$ cat src/rtl/go_done_pkg.sv
// Shared definitions for both ends of the four-phase go/done handshake:
// initiator and responder state encodings and the 12 MHz default timeout.
package go_done_pkg;

  localparam int STATE_W = 2;

  // Initiator states
  localparam logic [STATE_W-1:0] IDLE    = 2'd0;
  localparam logic [STATE_W-1:0] ASSERT  = 2'd1;
  localparam logic [STATE_W-1:0] RELEASE = 2'd2;
  localparam logic [STATE_W-1:0] ERROR   = 2'd3;

  typedef enum logic [STATE_W-1:0] {
    ST_IDLE    = IDLE,
    ST_ASSERT  = ASSERT,
    ST_RELEASE = RELEASE,
    ST_ERROR   = ERROR
  } init_state_t;

  // Responder states (used by the slow-clock processing blocks)
  localparam logic [STATE_W-1:0] RSP_IDLE  = 2'd0;
  localparam logic [STATE_W-1:0] RSP_WORK  = 2'd1;
  localparam logic [STATE_W-1:0] RSP_DONE  = 2'd2;
  localparam logic [STATE_W-1:0] RSP_WAIT  = 2'd3;

  // One second at 12 MHz, counted from zero
  localparam int unsigned TIMEOUT_MAX_12MHZ = 32'd12000000 - 32'd1;

endpackage

$ cat src/rtl/sync_ff_chain.sv
// Single-bit flip-flop synchroniser for a signal arriving from another clock
// domain. STAGES is the number of flops between d and q (2 or more).
module sync_ff_chain #(
  parameter int STAGES = 2
) (
  input  logic clk,
  input  logic rst,
  input  logic d,
  output logic q
);

  logic [STAGES-1:0] r_sync;

  // Shift the asynchronous input through the chain; reset clears every stage
  always_ff @(posedge clk) begin
    if (rst) begin
      r_sync <= '0;
    end else begin
      r_sync <= {r_sync[STAGES-2:0], d};
    end
  end

  assign q = r_sync[STAGES-1];

endmodule

$ cat src/rtl/go_done_initiator.sv
// Requester side of the four-phase go/done handshake with per-phase timeout
// supervision and a wrapping completed-transaction counter.
// Optional build macro GO_DONE_AUTO_REPEAT_EN: when defined, a held req level
// starts transactions back-to-back; otherwise only a req rising edge starts one.
module go_done_initiator
  import go_done_pkg::*;
#(
  parameter int          TIMEOUT_WIDTH = 24,
  parameter int unsigned TIMEOUT_MAX   = TIMEOUT_MAX_12MHZ,
  parameter int          SYNC_STAGES   = 2,
  parameter int          COUNT_WIDTH   = 4
) (
  input  logic                   clk,
  input  logic                   rst,
  input  logic                   req,
  input  logic                   done_in,
  output logic                   go,
  output logic                   busy,
  output logic                   timeout_err,
  output logic [COUNT_WIDTH-1:0] tx_count
);

  localparam logic [TIMEOUT_WIDTH-1:0] TMAX = TIMEOUT_WIDTH'(TIMEOUT_MAX);

  init_state_t              r_state;
  init_state_t              w_state_nxt;
  logic [TIMEOUT_WIDTH-1:0] r_timer;
  logic [COUNT_WIDTH-1:0]   r_tx_count;
  logic                     r_req_d;
  logic                     r_go;
  logic                     r_timeout_err;
  logic                     w_done_s;
  logic                     w_req_rise;
  logic                     w_start;
  logic                     w_timed_out;
  logic                     w_complete;

  sync_ff_chain #(
    .STAGES (SYNC_STAGES)
  ) u_done_sync (
    .clk (clk),
    .rst (rst),
    .d   (done_in),
    .q   (w_done_s)
  );

  assign w_req_rise  = req & ~r_req_d;
  assign w_timed_out = (r_timer == TMAX);

`ifdef GO_DONE_AUTO_REPEAT_EN
  assign w_start = req & ~w_done_s;
`else
  assign w_start = w_req_rise & ~w_done_s;
`endif

  // Remember last req level so a rising edge can be detected
  always_ff @(posedge clk) begin
    if (rst) begin
      r_req_d <= 1'b0;
    end else begin
      r_req_d <= req;
    end
  end

  // Next-state logic; a done transition takes priority over a timeout
  always_comb begin
    w_state_nxt = r_state;
    w_complete  = 1'b0;
    case (r_state)
      ST_IDLE: begin
        if (w_start) begin
          w_state_nxt = ST_ASSERT;
        end else begin
          w_state_nxt = ST_IDLE;
        end
      end
      ST_ASSERT: begin
        if (w_done_s) begin
          w_state_nxt = ST_RELEASE;
        end else if (w_timed_out) begin
          w_state_nxt = ST_ERROR;
        end else begin
          w_state_nxt = ST_ASSERT;
        end
      end
      ST_RELEASE: begin
        if (!w_done_s) begin
          w_state_nxt = ST_IDLE;
          w_complete  = 1'b1;
        end else if (w_timed_out) begin
          w_state_nxt = ST_ERROR;
        end else begin
          w_state_nxt = ST_RELEASE;
        end
      end
      ST_ERROR: begin
        if (!w_done_s && !req) begin
          w_state_nxt = ST_IDLE;
        end else begin
          w_state_nxt = ST_ERROR;
        end
      end
      default: begin
        w_state_nxt = ST_IDLE;
      end
    endcase
  end

  // State register with registered go/timeout_err derived from the next state
  always_ff @(posedge clk) begin
    if (rst) begin
      r_state       <= ST_IDLE;
      r_go          <= 1'b0;
      r_timeout_err <= 1'b0;
    end else begin
      r_state       <= w_state_nxt;
      r_go          <= (w_state_nxt == ST_ASSERT);
      r_timeout_err <= (w_state_nxt == ST_ERROR);
    end
  end

  // Per-phase timer: cleared on state change, saturating count in active phases
  always_ff @(posedge clk) begin
    if (rst) begin
      r_timer <= '0;
    end else if (w_state_nxt != r_state) begin
      r_timer <= '0;
    end else if ((r_state == ST_ASSERT) || (r_state == ST_RELEASE)) begin
      if (!w_timed_out) begin
        r_timer <= r_timer + TIMEOUT_WIDTH'(1);
      end else begin
        r_timer <= r_timer;
      end
    end else begin
      r_timer <= '0;
    end
  end

  // Completed-transaction counter, wraps naturally at 2^COUNT_WIDTH
  always_ff @(posedge clk) begin
    if (rst) begin
      r_tx_count <= '0;
    end else if (w_complete) begin
      r_tx_count <= r_tx_count + COUNT_WIDTH'(1);
    end else begin
      r_tx_count <= r_tx_count;
    end
  end

  assign go          = r_go;
  assign busy        = (r_state != ST_IDLE);
  assign timeout_err = r_timeout_err;
  assign tx_count    = r_tx_count;

endmodule

$ cat config.mk
export PLATFORM = sky130hd
export DESIGN_NAME = go_done_initiator
export DESIGN_NICKNAME = d
export VERILOG_FILES = /design/src/rtl/go_done_pkg.sv /design/src/rtl/sync_ff_chain.sv /design/src/rtl/go_done_initiator.sv
export SDC_FILE = /design/constraint.sdc
export NUM_CORES = 1
export LEC_CHECK = 0
export ABC_AREA = 1
export CORE_MARGIN = 8
export CORE_UTILIZATION = 40
export CTS_CLUSTER_SIZE = 25
export DETAILED_ROUTE_END_ITERATION = 7
export GPL_TIMING_DRIVEN = 0
export MAX_ROUTING_LAYER = met4
export PLACE_DENSITY = 0.68
export REMOVE_ABC_BUFFERS = 1
export SYNTH_ARGS = -nofsm -noshare
export SYNTH_HDL_FRONTEND = slang
export SYNTH_SLANG_ARGS = --single-unit
$ cat constraint.sdc
create_clock -name clk -period 1.8 [get_ports clk]
set_input_delay 0.36 -clock clk [delete_from_list [all_inputs] [get_ports clk]]
set_output_delay 0.36 -clock clk [all_outputs]
set_load 0.03 [all_outputs]
==> flow_summary_export.csv, run 1 <==
group,metric,value,unit
power_and_ir_drop,p_leak,1.082,nW
finish,diodes,0,
sta,hold_slack,0.4025,ns
global_route,grt_use_met3,0.03250,
clock_tree,path_clk_slew,0.08,ns
clock_tree,numClockSinks,35,
sta,slew_viol_final,0,
global_route,grt_max_degree,13,
global_route,track_usage,0.1340,
floorplan,fp-row-count,26,
route,post_drt_wl_per_cell,13.25,um
global_route,grt_pass1_vias,1738,
hold_path,hold_class,"register to register",
floorplan,ios,11,
finish,stdcell_count,383,
floorplan,die_h,88.80,um
floorplan,fp.coreArea,5107,um2
setup_path,slowest_stage,"clkdlybuf4s50_1",
finish,final_common_cell,"nand2_1",
yosys,seq_area_frac_synth,0.3306,
yosys,synth.distinct_cells,30,
place,place_inst,363,
place,dp.final_hpwl,2.864,mm
sta,hold_violations,0,
global_route,use_met1,0.1521,
floorplan,initial_core_util,0.4150,
finish,utilization,0.5343,
yosys,syn-cell-area,2120,um2
hold_path,hold_start,"u_done_sync.r_sync[0]",
run,max-cap-violations,0,
yosys,synth.yosys.warnings,0,
yosys,syn_inst,289,
setup_path,r2r_start,"r_timer[0]",
setup_path,cp_data_required_time,1.44,ns
sta,worst_pin_slew,0.4867,ns
finish,fin_nets,323,
floorplan,fp.dieW,88.80,um
yosys,ys_ff_latch,35,
route,vias,1872,
route,firstDrtPassIters,4,
finish,syn2layout_area_growth,28.75,%
setup_path,max_stage_delay,0.70,ns
global_route,overflow,0,
power_and_ir_drop,p_per_area,642.3,nW/um2
finish,most-common-layout-cells,"nand2_1, inv_1, nor2_1",
sta,rsz0062_at_grt,"yes",
sta,slew_headroom,0.6736,
sta,fin_crit_sh,0.9722,
route,wirelength,5.074,mm
clock_tree,insertion_delay,0.29,ns
setup_path,path_cells,"clkdlybuf4s50_1",
finish,finalInstanceArea,2729,um2
place,place_area,2251,um2
route,drc,0,
clock_tree,cts_inserted_buffers,5,
setup_path,cp-start-kind,"register",
clock_tree,clockBufferDepth,2,
sta,finalCriticalPeriod,1.750,ns
route,via_per_inst,4.888,
global_route,top_usage_layer,"met2",
floorplan,die_area,7885,um2
setup_path,crit_arrival,1.39,ns
sta,final.setup_skew,0.01102,ns
sta,fmax,0.5714,GHz
setup_path,criticalPathCategory,"register to output pin",
setup_path,end_kind,"output pin",
setup_path,crit_buf_inv,1,
place,io_buffers,10,
route,drtAntennaViolNets,0,
run_status,outcome,"finished clean",
global_route,antenna_found_initial,0,
clock_tree,h-tree-depth,2,
finish,fillers,470,
setup_path,cpLargestDelayFamily,"buffers and inverters",
global_route,grtUsageMet2,0.2237,
route,drtIter0Drc,168,
clock_tree,tritoncts,"built",
setup_path,cp-startpoint,"tx_count[1]",
power_and_ir_drop,ir_drop,467.1,uV
place,gp_congestion,0.8455,
global_route,grt_pass1_wl,7.997,mm
sta,setup_viol,0,
finish,drive_gt1_frac,0.2748,
setup_path,crit_path_max_fanout,5,
yosys,synth_area_per_cell,7.334,um2
clock_tree,root_buffer,"clkbuf_8",
timing repair:
action                                  in CTS  in global routing
setup buffers                                4                  3
resized for setup                           19                 38
cloned                                       4                  1
pin swaps                                    7                  9
endpoints found under the setup margin      25                 27
hold buffers                                 0                  0
layout make-up:
cell class	count	area (um2)	area share
Inverter	53	198.9	0.07290
Sequential cell	35	718.2	0.2632
Multi-Input combinational cell	200	1441	0.5282
Clock buffer	5	68.82	0.02522
Timing Repair Buffer	17	170.2	0.06236
Clock inverter	3	43.79	0.01605
Tap cell	70	87.58	0.03210
routing by layer:
| metal | vias to the layer above | share of wire |
|---|---|---|
| met2 | 50 | 0.51 |
| met1 | 865 | 0.42 |
| met4 | 0 | 0.028 |
| met5 | - | 0 |
| met3 | 16 | 0.047 |
| li1 | 941 | - |
flip-flops by register name, indices dropped and copies added (netlist names):
name	count
r_timer	24
tx_count	4
r_state	2
u_done_sync.r_sync	2
go	1
r_req_d	1
timeout_err	1
logic make-up after synthesis:
group | after synthesis | synth area share
flops | 35 | 0.3306
xor+xnor | 19 | 0.07851
buf+inv | 59 | 0.1204
compound gates | 6 | 0.01653
fa+ha+maj | 7 | 0.04132
simple gates | 163 | 0.4126
report_power, final:
group,leakage [nW],switching [W],internal (W)
logic,0.736,0.000167,0.0000771
registers,0.288,0.00000789,0.000779
clock network,0.0581,0.000309,0.000412
cell usage after synthesis:
| cell | instances | area, um2 |
|---|---|---|
| clkbuf_1 | 1 | 3.750 |
| nand2_1 | 59 | 221.5 |
| nand3_4 | 1 | 17.52 |
| nand3_2 | 1 | 10.01 |
| a31oi_1 | 2 | 12.51 |
| nor3_2 | 20 | 200.2 |
| o21ai_0 | 2 | 10.01 |
| nor3b_1 | 2 | 15.01 |
| nand2_4 | 1 | 11.26 |
| a21oi_1 | 1 | 5.000 |
| nor3_4 | 1 | 16.27 |
| nand3_1 | 14 | 70.07 |
| nor2_2 | 1 | 6.260 |
| inv_1 | 50 | 187.7 |
| o31ai_1 | 1 | 7.510 |
| dfxtp_1 | 35 | 700.7 |
| nand3b_1 | 1 | 7.510 |
| nor2_1 | 35 | 131.4 |
| inv_2 | 3 | 11.26 |
| nand4_1 | 5 | 31.28 |
| nand2_2 | 7 | 43.79 |
| nor3_1 | 10 | 50.05 |
| buf_6 | 4 | 45.04 |
| xnor2_1 | 6 | 52.55 |
| xor2_1 | 13 | 113.9 |
| or2_2 | 2 | 12.51 |
| buf_4 | 1 | 7.510 |
| ha_1 | 7 | 87.58 |
| and2_2 | 1 | 7.510 |
| nor2_4 | 2 | 22.52 |
stage by stage:
step	setup WS [ns]	TNS, ns	power, W
final	0.05005	0	0.001753
after global routing	-0.02759	-0.3328	0.001814
after CTS	0.005314	0	0.001701
after detailed placement	-0.4838	-10.92	0.0009402
after global placement	-0.4736	-10.78	0.0009383
after floorplan	-0.1108	-2.289	0.0008993
worst paths after layout:
path / end / slack, ns / cells after the start
worst max-delay path: tx_count[1] / 0.05 / 1
worst min-delay path: u_done_sync.r_sync[1] / 0.40 / 2
worst max register to register: r_timer[15] / 0.07 / 11
worst min register to register: u_done_sync.r_sync[1] / 0.40 / 2
No activity file was read; power rests on OpenSTA's default activity.
==> inputs of run 2 (changes only) <==
--- a/config.mk
+++ b/config.mk
@@ -6,6 +6,8 @@
 export NUM_CORES = 1
 export LEC_CHECK = 0
 export ABC_AREA = 1
+export ABC_CLOCK_PERIOD_IN_PS = 1800
+export CAP_MARGIN = 25
 export CORE_MARGIN = 8
 export CORE_UTILIZATION = 40
 export CTS_CLUSTER_SIZE = 25
==> results of run 2 <==
No change in the layout: final DEF, timing and power equal those of run 1.
==> inputs of run 3 (changes only) <==
--- a/config.mk
+++ b/config.mk
@@ -12,10 +12,12 @@
 export CORE_UTILIZATION = 40
 export CTS_CLUSTER_SIZE = 25
 export DETAILED_ROUTE_END_ITERATION = 7
+export DONT_BUFFER_PORTS = 1
 export GPL_TIMING_DRIVEN = 0
 export MAX_ROUTING_LAYER = met4
-export PLACE_DENSITY = 0.68
+export PLACE_DENSITY = 0.65
 export REMOVE_ABC_BUFFERS = 1
 export SYNTH_ARGS = -nofsm -noshare
 export SYNTH_HDL_FRONTEND = slang
+export SYNTH_HIERARCHICAL = 1
 export SYNTH_SLANG_ARGS = --single-unit
==> flow_summary_export.csv, run 3 <==
group,metric,value,unit
clock_tree,h-tree-depth,2,
global_route,overflow,0,
place,place_ws,-0.3905,ns
route,wirelength,4.826,mm
sta,rsz0062_at_grt,"yes",
sta,final.setup_skew,0.004932,ns
place,io_buffers,0,
finish,final_common_cell,"nand2_1",
run_status,outcome,"finished clean",
setup_path,path_depth,11,
setup_path,criticalPathCategory,"register to register",
clock_tree,numClockSinks,35,
setup_path,cp_data_required_time,1.98,ns
floorplan,die_area,7762,um2
finish,drive_gt1_frac,0.3106,
setup_path,r2r_cells,11,
global_route,antenna_found_initial,0,
finish,diodes,0,
route,drtAntennaViolNets,0,
hold_path,holdPathStages,1,
floorplan,initial_core_util,0.4098,
sta,worst_pin_slew,0.7596,ns
finish,largest_reg_flops,24,
yosys,ys_ff_latch,35,
clock_tree,tritoncts,"built",
floorplan,fp.dieW,88.10,um
setup_path,max_stage_delay,0.37,ns
yosys,ys_top_cells_by_area,"dfxtp_1, nor3_2, nand2_1, inv_1, xor2_1",
yosys,synth_top_area_frac,0.3369,
clock_tree,root_buffer,"clkbuf_8",
power_and_ir_drop,ir_drop,409.4,uV
route,post_drt_wl_per_cell,13.29,um
setup_path,crit_path_max_fanout,6,
global_route,grt_pass1_vias,1614,
finish,utilization,0.5020,
route,drtIter0Drc,118,
finish,stdcell_count,363,
setup_path,path_cells,"ha_4 -> nand3_4 -> nor2_4 -> buf_4 -> nand3_1 -> nand2_2 -> nand2_4 -> nand2_4 -> nand2_8 -> nand2_8 -> nor3_1",
yosys,syn_inst,278,
yosys,synthTopCellsByCount,"nand2_1, inv_1, dfxtp_1, nor2_1, nor3_2",
sta,fin_crit_sh,0.9768,
yosys,synth.yosys.warnings,6,
floorplan,fp.coreArea,5075,um2
global_route,track_usage,0.1252,
sta,hold_violations,0,
route,vias,1773,
route,drc,0,
finish,multi_input_area,1413,um2
floorplan,die_h,88.10,um
yosys,synth_most_common_cell,"nand2_1",
yosys,seq_area_frac_synth,0.3369,
sta,finalCriticalPeriod,1.758,ns
sta,slew_headroom,0.4893,
yosys,synth_area_per_cell,7.480,um2
setup_path,crit_arrival,1.94,ns
clock_tree,insertion_delay,0.29,ns
clock_tree,clockBufferDepth,2,
run,max-cap-violations,0,
power_and_ir_drop,p_leak,0.9377,nW
yosys,synth-main-ff-cell,"dfxtp_1",
yosys,synth.distinct_cells,27,
global_route,grt_max_degree,13,
sta,fmax,0.5688,GHz
yosys,async_reset_ff_frac,0,
hold_path,hold_class,"primary input to register",
clock_tree,cts_inserted_buffers,5,
setup_path,cpLargestDelayFamily,"simple AND/OR/NAND/NOR gates",
route,via_per_inst,4.884,
floorplan,fp-row-count,26,
setup_path,cp-start-kind,"register",
setup_path,slowest_stage,"dfxtp_4",
sta,worst_slack,0.04182,ns
place,dp.final_hpwl,2.772,mm
yosys,syn-cell-area,2079,um2
finish,syn2layout_area_growth,22.50,%
setup_path,end_kind,"register",
setup_path,crit_buf_inv,1,
finish,most-common-layout-cells,"nand2_1, inv_1, nor2_1",
power_and_ir_drop,p_per_area,629.4,nW/um2
clock_tree,path_clk_slew,0.07,ns
place,gp_congestion,0.8755,
finish,ff_latch_area,719.4,um2
route,firstDrtPassIters,4,
yosys,synth-edff-count,0,
sta,slew_viol_final,0,
global_route,grt_pass1_wl,7.307,mm
yosys,synth_top_area_cell,"dfxtp_1",
finish,top_register,"r_timer",
finish,fillers,481,
place,place_inst,343,
sta,setup_viol,0,
finish,fin_nets,303,
floorplan,ios,11,
clock_tree,postCtsHoldBufs,0,
## run 3: cell count changes after synthesis, sizes merged, moves of 3 or more
cell / delta
xor2: +3
nor2: -3
nor4: +3
inv: -5
nand2: -9
nand3: +4
## run 3: path summary, 6_finish.rpt
check,start,to,slack [ns]
min,rst,r_state[1],0.12
max,r_timer[0],r_timer[16],0.04
max reg2reg,r_timer[0],r_timer[16],0.04
min reg2reg,u_done_sync/r_sync[0],u_done_sync/r_sync[1],0.40
## run 3: layout make-up
type | instances | area share
Clock buffer | 6 | 0.03242
Clock inverter | 2 | 0.006385
Inverter | 48 | 0.07220
Timing Repair Buffer | 6 | 0.01768
Multi-Input combinational cell | 196 | 0.5545
Tap cell | 70 | 0.03438
Sequential cell | 35 | 0.2824
## run 3: timing repair
item | CTS | global route
setup endpoints to repair | 24 | 24
pin swaps | 5 | 9
setup buffers | 2 | 4
cloned | 4 | 2
resized for setup | 13 | 41
## run 3: metrics by stage
stage	setup TNS [ns]	total power, W	area (um2)	hold WS [ns]
detailed placement	-8.717	0.0009191	2118	0.3928
finish	0	0.001603	2547	0.1181
CTS	0	0.001570	2336	0.1115
global placement	-8.140	0.0009170	2118	0.3926
global route	-0.6498	0.001672	2547	0.1049
floorplan	-0.6430	0.0008959	2031	0.3883
## run 3: worst register-to-register path: cells and delay by family, from the launching register on
| kind | cells | cell delay (ns) |
|---|---|---|
| buf+inv | 1 | 0.14 |
| simple gates | 9 | 0.99 |
| fa+ha+maj | 1 | 0.16 |
| flops | 1 | 0.37 |
## run 3: cells by family (layout without fill, tap and decap cells)
group	after synthesis	count (layout)	synth area share
AOI/OAI and AO/OA	6	6	0.01685
buffers and inverters	53	62	0.1101
adders and majority gates	7	7	0.04212
xor gates and xnor gates	21	21	0.08844
and+or+nand+nor	156	162	0.4055
DFF	35	35	0.3369
## run 3: power breakdown
part	switching (W)	total, W	internal, W
clock network	0.000296	0.000608	0.000312
registers	0.0000119	0.000791	0.000779
logic	0.000150	0.000204	0.0000544
## run 3: routing by layer
metal | vias to the layer above | share of wire | global-route usage
met5 | - | 0 | -
met4 | 0 | 0.032 | 0.06912
met3 | 19 | 0.055 | 0.04034
met2 | 43 | 0.47 | 0.1778
met1 | 805 | 0.44 | 0.1525
li1 | 906 | - | -
